### src/rtl/proc_mc_if.sv
// ============================================================================
// Module   : proc_mc_if
// Purpose  : Shared instruction/data memory req/ack bus for proc_mc.
// Revision : 1.0 - initial release
// ============================================================================
`default_nettype none

interface proc_mc_if #(
    parameter int ADDR_W = 8
) ();
    logic              mem_req;
    logic              mem_we;
    logic [ADDR_W-1:0] mem_addr;
    logic [15:0]       mem_wdata;
    logic [15:0]       mem_rdata;
    logic              mem_ack;

    modport master (
        output mem_req,
        output mem_we,
        output mem_addr,
        output mem_wdata,
        input  mem_rdata,
        input  mem_ack
    );

    modport slave (
        input  mem_req,
        input  mem_we,
        input  mem_addr,
        input  mem_wdata,
        output mem_rdata,
        output mem_ack
    );
endinterface

`default_nettype wire

### src/rtl/proc_mc.sv
// ============================================================================
// Module   : proc_mc
// Purpose  : Multi-cycle 16-bit-instruction processor with req/ack memory bus.
//            PROC_MC_ILLEGAL_TRAP_EN: reserved opcodes B-E halt instead of NOP.
// Revision : 1.0 - initial release
// ============================================================================
`default_nettype none

module proc_mc #(
    parameter int DATA_W    = 8,
    parameter int NREGS     = 16,
    parameter int ADDR_W    = 8,
    parameter int DATA_BASE = 'h80,
    parameter int RESET_PC  = 0
) (
    input  wire logic              clk,
    input  wire logic              rst,
    proc_mc_if.master              mem,
    output logic                   out_valid,
    output logic [DATA_W-1:0]      out_data,
    output logic                   halted,
    output logic [ADDR_W-1:0]      pc_dbg
);

    localparam int                c_RIDX_W    = (NREGS > 1) ? $clog2(NREGS) : 1;
    localparam logic [ADDR_W-1:0] c_RESET_PC  = ADDR_W'(RESET_PC);
    localparam logic [ADDR_W-1:0] c_DATA_BASE = ADDR_W'(DATA_BASE);
    localparam logic [ADDR_W-1:0] c_PC_ONE    = ADDR_W'(1);

    localparam logic [3:0] c_OP_LI   = 4'h1;
    localparam logic [3:0] c_OP_LD   = 4'h2;
    localparam logic [3:0] c_OP_ST   = 4'h3;
    localparam logic [3:0] c_OP_ADD  = 4'h4;
    localparam logic [3:0] c_OP_SUB  = 4'h5;
    localparam logic [3:0] c_OP_AND  = 4'h6;
    localparam logic [3:0] c_OP_XOR  = 4'h7;
    localparam logic [3:0] c_OP_BEQZ = 4'h8;
    localparam logic [3:0] c_OP_JMP  = 4'h9;
    localparam logic [3:0] c_OP_OUT  = 4'hA;
    localparam logic [3:0] c_OP_HALT = 4'hF;

    typedef enum logic [2:0] {
        S_FETCH = 3'd0,
        S_IWAIT = 3'd1,
        S_EXEC  = 3'd2,
        S_DREQ  = 3'd3,
        S_DWAIT = 3'd4,
        S_HALT  = 3'd5
    } state_t;

    state_t            r_state;
    logic [ADDR_W-1:0] r_pc;
    logic [15:0]       r_ir;
    logic              r_mem_req;
    logic              r_mem_we;
    logic [ADDR_W-1:0] r_mem_addr;
    logic [15:0]       r_mem_wdata;
    logic              r_out_valid;
    logic [DATA_W-1:0] r_out_data;
    logic              r_halted;
    logic [DATA_W-1:0] r_regs [NREGS];

    // r0 and indices beyond the implemented file read as zero.
    function automatic logic [DATA_W-1:0] f_rd(input logic [3:0] idx);
        if (idx == 4'd0 || int'(idx) >= NREGS)
            return '0;
        return r_regs[idx[c_RIDX_W-1:0]];
    endfunction

    function automatic logic f_wr_ok(input logic [3:0] idx);
        return (idx != 4'd0) && (int'(idx) < NREGS);
    endfunction

    logic [3:0]        w_op;
    logic [3:0]        w_rd;
    logic [3:0]        w_rs;
    logic [3:0]        w_rt;
    logic [7:0]        w_imm8;
    logic [DATA_W-1:0] w_a;
    logic [DATA_W-1:0] w_b;
    logic [DATA_W-1:0] w_alu;
    logic [ADDR_W-1:0] w_pc_inc;
    logic [ADDR_W-1:0] w_br_off;
    logic [ADDR_W-1:0] w_data_addr;

    assign w_op        = r_ir[15:12];
    assign w_rd        = r_ir[11:8];
    assign w_rs        = r_ir[7:4];
    assign w_rt        = r_ir[3:0];
    assign w_imm8      = r_ir[7:0];
    assign w_a         = f_rd(w_rs);
    assign w_b         = f_rd(w_rt);
    assign w_pc_inc    = r_pc + c_PC_ONE;
    assign w_br_off    = ADDR_W'($signed(w_imm8));
    assign w_data_addr = c_DATA_BASE + ADDR_W'(w_imm8);

    always_comb begin
        w_alu = '0;
        case (w_op)
            c_OP_ADD: w_alu = w_a + w_b;
            c_OP_SUB: w_alu = w_a - w_b;
            c_OP_AND: w_alu = w_a & w_b;
            c_OP_XOR: w_alu = w_a ^ w_b;
            default:  w_alu = '0;
        endcase
    end

    always_ff @(posedge clk or posedge rst) begin
        if (rst) begin
            r_state     <= S_FETCH;
            r_pc        <= c_RESET_PC;
            r_ir        <= '0;
            r_mem_req   <= 1'b0;
            r_mem_we    <= 1'b0;
            r_mem_addr  <= '0;
            r_mem_wdata <= '0;
            r_out_valid <= 1'b0;
            r_out_data  <= '0;
            r_halted    <= 1'b0;
            for (int i = 0; i < NREGS; i++)
                r_regs[i] <= '0;
        end else begin
            r_out_valid <= 1'b0;
            case (r_state)
                S_FETCH: begin
                    r_mem_req  <= 1'b1;
                    r_mem_we   <= 1'b0;
                    r_mem_addr <= r_pc;
                    r_state    <= S_IWAIT;
                end
                S_IWAIT: begin
                    if (mem.mem_ack) begin
                        r_ir      <= mem.mem_rdata;
                        r_mem_req <= 1'b0;
                        r_state   <= S_EXEC;
                        // Raise OUT here so the pulse coincides with its EXEC cycle.
                        if (mem.mem_rdata[15:12] == c_OP_OUT) begin
                            r_out_valid <= 1'b1;
                            r_out_data  <= f_rd(mem.mem_rdata[7:4]);
                        end
                    end
                end
                S_EXEC: begin
                    r_state <= S_FETCH;
                    r_pc    <= w_pc_inc;
                    case (w_op)
                        c_OP_LI: begin
                            if (f_wr_ok(w_rd))
                                r_regs[w_rd[c_RIDX_W-1:0]] <= DATA_W'(w_imm8);
                        end
                        c_OP_LD, c_OP_ST: begin
                            r_pc    <= r_pc;
                            r_state <= S_DREQ;
                        end
                        c_OP_ADD, c_OP_SUB, c_OP_AND, c_OP_XOR: begin
                            if (f_wr_ok(w_rd))
                                r_regs[w_rd[c_RIDX_W-1:0]] <= w_alu;
                        end
                        c_OP_BEQZ: begin
                            if (f_rd(w_rd) == '0)
                                r_pc <= w_pc_inc + w_br_off;
                        end
                        c_OP_JMP: r_pc <= ADDR_W'(r_ir[11:0]);
                        c_OP_HALT: begin
                            r_pc     <= r_pc;
                            r_halted <= 1'b1;
                            r_state  <= S_HALT;
                        end
`ifdef PROC_MC_ILLEGAL_TRAP_EN
                        4'hB, 4'hC, 4'hD, 4'hE: begin
                            r_pc     <= r_pc;
                            r_halted <= 1'b1;
                            r_state  <= S_HALT;
                        end
`endif
                        default: ;
                    endcase
                end
                S_DREQ: begin
                    r_mem_req  <= 1'b1;
                    r_mem_we   <= (w_op == c_OP_ST);
                    r_mem_addr <= w_data_addr;
                    if (w_op == c_OP_ST)
                        r_mem_wdata <= 16'(f_rd(w_rd));
                    r_state    <= S_DWAIT;
                end
                S_DWAIT: begin
                    if (mem.mem_ack) begin
                        if (w_op == c_OP_LD && f_wr_ok(w_rd))
                            r_regs[w_rd[c_RIDX_W-1:0]] <= mem.mem_rdata[DATA_W-1:0];
                        r_mem_req <= 1'b0;
                        r_mem_we  <= 1'b0;
                        r_pc      <= w_pc_inc;
                        r_state   <= S_FETCH;
                    end
                end
                S_HALT:  ;
                default: r_state <= S_FETCH;
            endcase
        end
    end

    assign mem.mem_req   = r_mem_req;
    assign mem.mem_we    = r_mem_we;
    assign mem.mem_addr  = r_mem_addr;
    assign mem.mem_wdata = r_mem_wdata;
    assign out_valid     = r_out_valid;
    assign out_data      = r_out_data;
    assign halted        = r_halted;
    assign pc_dbg        = r_pc;

endmodule

`default_nettype wire

### src/flat_wrapper.sv
// flat-port wrapper written by rule: the top's interface ports become plain ports
module proc_mc_flat 
#(
    parameter int DATA_W    = 8,
    parameter int NREGS     = 16,
    parameter int ADDR_W    = 8,
    parameter int DATA_BASE = 'h80,
    parameter int RESET_PC  = 0
)
  (clk, rst, out_valid, out_data, halted, pc_dbg, mem_mem_req, mem_mem_we, mem_mem_addr, mem_mem_wdata, mem_mem_rdata, mem_mem_ack);
  proc_mc_if #(.ADDR_W(ADDR_W)) mem_i ();
  input  wire logic clk;
  input  wire logic rst;
  output logic out_valid;
  output logic [DATA_W-1:0] out_data;
  output logic halted;
  output logic [ADDR_W-1:0] pc_dbg;
  output wire logic [$bits(mem_i.mem_req)-1:0] mem_mem_req;
  output wire logic [$bits(mem_i.mem_we)-1:0] mem_mem_we;
  output wire logic [$bits(mem_i.mem_addr)-1:0] mem_mem_addr;
  output wire logic [$bits(mem_i.mem_wdata)-1:0] mem_mem_wdata;
  input wire logic [$bits(mem_i.mem_rdata)-1:0] mem_mem_rdata;
  input wire logic [$bits(mem_i.mem_ack)-1:0] mem_mem_ack;
  assign mem_mem_req = mem_i.mem_req;
  assign mem_mem_we = mem_i.mem_we;
  assign mem_mem_addr = mem_i.mem_addr;
  assign mem_mem_wdata = mem_i.mem_wdata;
  assign mem_i.mem_rdata = mem_mem_rdata;
  assign mem_i.mem_ack = mem_mem_ack;
  proc_mc #(.DATA_W(DATA_W), .NREGS(NREGS), .ADDR_W(ADDR_W), .DATA_BASE(DATA_BASE), .RESET_PC(RESET_PC)) u_core (.clk(clk), .rst(rst), .mem(mem_i), .out_valid(out_valid), .out_data(out_data), .halted(halted), .pc_dbg(pc_dbg));
endmodule
### config.mk
export PLATFORM = sky130hd
export DESIGN_NAME = proc_mc_flat
export DESIGN_NICKNAME = d
export VERILOG_FILES = /design/src/rtl/proc_mc_if.sv /design/src/rtl/proc_mc.sv /design/src/flat_wrapper.sv
export SDC_FILE = /design/constraint.sdc
export NUM_CORES = 1
export LEC_CHECK = 0
export ABC_AREA = 1
export CAP_MARGIN = 10
export CORE_MARGIN = 2
export CORE_UTILIZATION = 40
export CTS_CLUSTER_DIAMETER = 200
export DETAILED_ROUTE_END_ITERATION = 10
export PLACE_DENSITY_LB_ADDON = 0.25
export SLEW_MARGIN = 20
export SYNTH_ARGS = -nofsm -noshare
export SYNTH_HDL_FRONTEND = slang
export SYNTH_SLANG_ARGS = --single-unit
export TNS_END_PERCENT = 100
### constraint.sdc
create_clock -name clk -period 17.5 [get_ports clk]
set_clock_uncertainty 0.05 [all_clocks]
set_input_delay 3.5 -clock clk [delete_from_list [all_inputs] [get_ports clk]]
set_output_delay 3.5 -clock clk [all_outputs]
set_load 0.005 [all_outputs]
# Yosys cells after proc, flatten, opt, wreduce, memory -nomap -nowiden
# Cells that the tools add are included.
[totals]
regBits = 183
latch_bits = 0
mem_bits_rw = 0
mem_bits_ro = 0
input_bits = 19
output_inout_bits = 44
memories = 0
[classes]
add_sub_neg = 5
n_mul = 0
div = 0
magnitude_cmp = 5
n_eq_ne = 24
n_shift = 0
n_mux = 61
n_bitwise = 7
n_reduce_logical = 27
[op_table]
columns = ["op", "count"]
rows = [
  ["128-bit two-way mux", 4],
  ["128-bit case mux with 2 select lines", 2],
  ["128-bit bitwise mux", 3],
  ["8-bit two-way mux", 22],
  ["8-bit binary-select mux with 4-bit select", 4],
  ["8-bit demux with 4-bit select", 1],
  ["8-bit case mux with 2 select lines", 2],
  ["8-bit case mux with 4 select lines", 1],
  ["8-bit case mux with 3 select lines", 1],
  ["5-bit greater-or-equal comparator, second input constant", 4],
  ["4-bit NOT with 5-bit output", 4],
  ["3-bit case mux with 6 select lines", 1],
  ["8-bit adder", 2],
  ["4-bit by 3-bit equality test with 1-bit output, second input constant", 4],
  ["4-bit equality test, second input constant", 4],
  ["4-bit logical NOT", 4],
  ["1-bit two-way mux", 15],
  ["2-bit AND reduction", 5],
  ["3-bit AND reduction", 3],
  ["8-bit by 1-bit adder with 8-bit output, second input constant", 1],
  ["8-bit adder, first input constant", 1],
  ["8-bit bitwise AND", 1],
  ["4-bit by 2-bit equality test with 1-bit output, second input constant", 2],
  ["8-bit logical NOT", 1],
  ["other kinds (25)", 37],
]

# Logic depth before layout (Yosys ltp)
[logic_depth]
ltp_word = 11
ltp_mapped = 33
ltp_nobuf = 30

# Worst setup path before layout
# OpenSTA, ideal clock, no wires.
[synth_timing]
kind = "in2reg"
start = "input port mem_mem_rdata[4]"
end = "register u_core.r_out_data[1] (netlist: u_core.out_data[1])"
setup_ns = 0.121
arrival_time_ns = 4.774
required_ns = 17.329
setup_slack_ns = 12.555
cell_stages = 8
path_buffers = 2
path_cell_list = "clkbuf_1 > inv_1 > buf_1 > a21oi_1 > o21ai_0 > a21oi_1 > a311o_1 > a22o_1"
[synth_via]
elab_chain_cells = 6
[synth_lines]
columns = ["element", "line_no", "rtl"]
rows = [
  ["start, declared", "flat_wrapper.sv:22", "input wire logic [$bits(mem_i.mem_rdata)-1:0] mem_mem_rdata;"],
  ["parallel branches: the longest is 5 deep, another holds 8-bit binary-select mux with 4-bit select", "n/a", ""],
  ["8-bit two-way mux *", "proc_mc.sv:67", "return r_regs[idx[c_RIDX_W-1:0]];"],
  ["end signal, assigned", "proc_mc.sv:139", "r_out_data <= f_rd(mem.mem_rdata[7:4]);"],
  ["end, declared", "proc_mc.sv:59", "logic [DATA_W-1:0] r_out_data;"],
]
# Mark *: on every way between the ends. The select of a mux whose other input is x is not followed.
# A chain may end at the register's enable or synchronous reset.

# Final worst setup path
[layout_timing]
start = "input port mem_mem_rdata[5]"
end = "register u_core.r_out_data[4] (netlist: u_core.out_data[4])"
# The elaborated chain is that of the path after synthesis.

==> results.yml <==
floorplanning:
  fp.dieW_um: 189.9
  core_region_area_sq_um: 34290
  start_util_pct: 40.33
  pin_count: 63
  num_rows: 68
  dieHeight_um: 189.9
  die_area_sq_um: 36070
critical_path:
  cp.arrival_ns: 6.42
  path_cells: "buf_2, buf_4, clkinv_1, a21oi_1, o21ai_0, a21oi_1, a311o_1, a22o_1"
  crit_slowest_cell: "clkinv_1"
  path_common_cell: "a21oi_1"
  critPathMaxFanout: 42
  crit_type: "in2reg"
  crit_required_ns: 17.87
  slowest_delay_ns: 1.10
  crit_path_end_kind: "register"
  cp-start-kind: "input pin"
sta:
  setup_viol: 0
  fmax_mhz: 165.3
  drv_slew: 0
  rsz0062_at_grt: "false"
  period_share_pct: 34.57
  slew_headroom_pct: 23.49
  setup_tns_ns: 0
  hold_violations: 0
  worstMarginPinSlew_ns: 1.141
  layout_min_cycle_time_ns: 6.049
placement:
  io_buffers: 54
  dp_hpwl_um: 36600
  place.gp.congestion: 0.9799
final_layout:
  fin_nets: 2153
  area_growth_pct: 8.704
  drive_above_1_share_pct: 6.459
  antenna_cells: 0
  final_util_pct: 43.84
  n_fill_cell: 3622
clock_tree:
  cts.path.max_buffers: 2
  clock-sinks: 183
  clk_latency_ns: 0.47
  postCtsSetupBuffers: 0
  hold_buffers: 0
  htreeDepth: 4
  cts-root-buf: "clkbuf_16"
  post_cts_resized: 0
  cts_made_buffers: 17
  cts_tree: "built"
  path_clk_slew_ns: 0.08
status:
  status: "completed"
logic_synthesis:
  ys_seq_area_share_pct: 33.12
  synth-async-reset-ratio_pct: 100.0
  synthFlopType: "dfrtp_1"
  netlist_area_sq_um: 13830
  postSynthCellCount: 2136
  synth_area_leaders: "dfrtp_1, nand2_1, o21ai_0"
  syn_area_per_cell_sq_um: 6.474
  synth_cell_types: 53
  synth_edf_count: 0
  synth_top_area_share_pct: 33.12
  ys_ff_latch: 183
  yosys.area.top_type: "dfrtp_1"
  ys.warnings.count: 0
job:
  cap_violations: 0
routing:
  remaining_drc_errors: 0
  via_count: 14866
  routed_wl_um: 55200
  viasPerCell: 5.771
  drt_first_pass_iters: 7
  antenna_left: 0
  wl_per_cell_um: 21.43
  dr.first_iter.drc_count: 2024
global_routing:
  overflow: 0
  grt_max_degree: 118
  antenna_found_initial: 1
  grt_pass1_wl_um: 84050
  grt_usage_pct: 31.09
  grt_pass1_vias: 13650
power:
  ir_worst_vdd_v: 0.0001024
  power_leakage_uw: 0.007154
  p_per_area_nw_per_um2: 232.4
hold_path:
  hold_class: "reg2reg"
[metrics by stage]
stage | total power (uW) | cells | area, sq um | hold WS (ns) | setup WS [ns]
after global placement | 3001 | 2544 | 14450 | 0.3489 | 11.19
after global routing | 3781 | 2576 | 15030 | 0.3766 | 11.39
after CTS | 3441 | 2576 | 15030 | 0.3625 | 11.63
after detailed placement | 3034 | 2544 | 14460 | 0.3468 | 11.14
final | 3493 | 2576 | 15030 | 0.3776 | 11.45
after floorplan | 2314 | 2143 | 13850 | 0.3950 | 8.978
[Yosys cell counts, types with 3 or more instances]
library cell / number
nand2_2: 18
a31oi_1: 9
nor3_1: 3
a311o_1: 5
nand4_1: 3
ha_1: 24
nand3_1: 137
buf_6: 10
a22o_1: 7
nor2_4: 3
inv_1: 187
nand3_2: 8
buf_1: 5
clkbuf_1: 68
inv_2: 12
xor2_1: 15
o211ai_1: 26
nor2_2: 10
clkinv_1: 3
buf_2: 21
buf_4: 26
a21oi_1: 177
nor2_1: 92
o21ai_1: 36
o21ai_0: 287
or2_2: 3
o211ai_2: 9
nand2_1: 715
dfrtp_1: 183
[worst paths after layout]
path	start	endpoint	slack, ns	depth (start not counted)
max reg2reg	u_core.r_ir[2]	u_core.r_regs[86]	11.82	24
min in group asynchronous	rst	u_core.r_regs[98]	3.56	2
min	u_core.r_regs[127]	u_core.r_regs[127]	0.38	0
min reg2reg	u_core.r_regs[127]	u_core.r_regs[127]	0.38	0
max in group asynchronous	rst	u_core.r_regs[36]	12.33	3
max	mem_mem_rdata[5]	u_core.out_data[4]	11.45	8
[layout by cell type (no fill, tap or decap), drive strengths merged, types with 10 or more instances in the layout]
master,synthesis,routed
inv,200,202
a31oi,10,10
nand2,734,734
a21oi,179,179
nand3,145,145
dfrtp,183,183
o211ai,35,35
clkdlybuf4s50,0,52
o21ai,323,323
buf,63,25
xor2,15,15
ha,24,24
nor2,105,105
clkbuf,68,21
[worst max-delay path, delay by kind of cell]
kind	cells	cell delay, ns
AO/OA/AOI/OAI	5	1.20
buffers and inverters	3	1.67
[power breakdown]
group	internal, uW	leakage [uW]	total (uW)	switching, uW
clock network	214	0.000274	401	186
logic	711	0.00449	2330	1620
registers	576	0.00239	763	187
total	1500	0.00715	3490	1990
[logic make-up after synthesis]
kind of cell | synth area share (%)
AOI/OAI and AO/OA | 22.83
xor gates and xnor gates | 1.077
DFF | 33.12
buffers and inverters | 10.60
and+or+nand+nor | 29.89
other | 0.02712
adders and majority gates | 2.461
[routing by layer]
metal	GRT usage [%]	vias up	wire length, um
li1	-	6909	-
met1	42.77	6864	22440
met2	46.07	938	23270
met3	6.549	155	6634
met4	15.80	0	2853
met5	0	-	0
[final cells by class]
class	count	area, sq um	share of cell area (%)
clock inverters	11	123.9	0.8240
repair buffers	77	703.2	4.678
clock buffers	21	450.4	2.997
inverters	203	772.0	5.136
well taps	455	569.3	3.787
multi-input cells	1626	7826	52.06
flip-flops and latches	183	4587	30.51
[state kept, by name, summed over array words and instances, names as in the netlist]
name	flops
u_core.halted	1
u_core.mem.mem_addr	8
u_core.mem.mem_req	1
u_core.mem.mem_wdata	8
u_core.mem.mem_we	1
u_core.out_data	8
u_core.out_valid	1
u_core.pc_dbg	8
u_core.r_ir	16
u_core.r_regs	128
u_core.r_state	3
(Power assumes the default switching activity.)
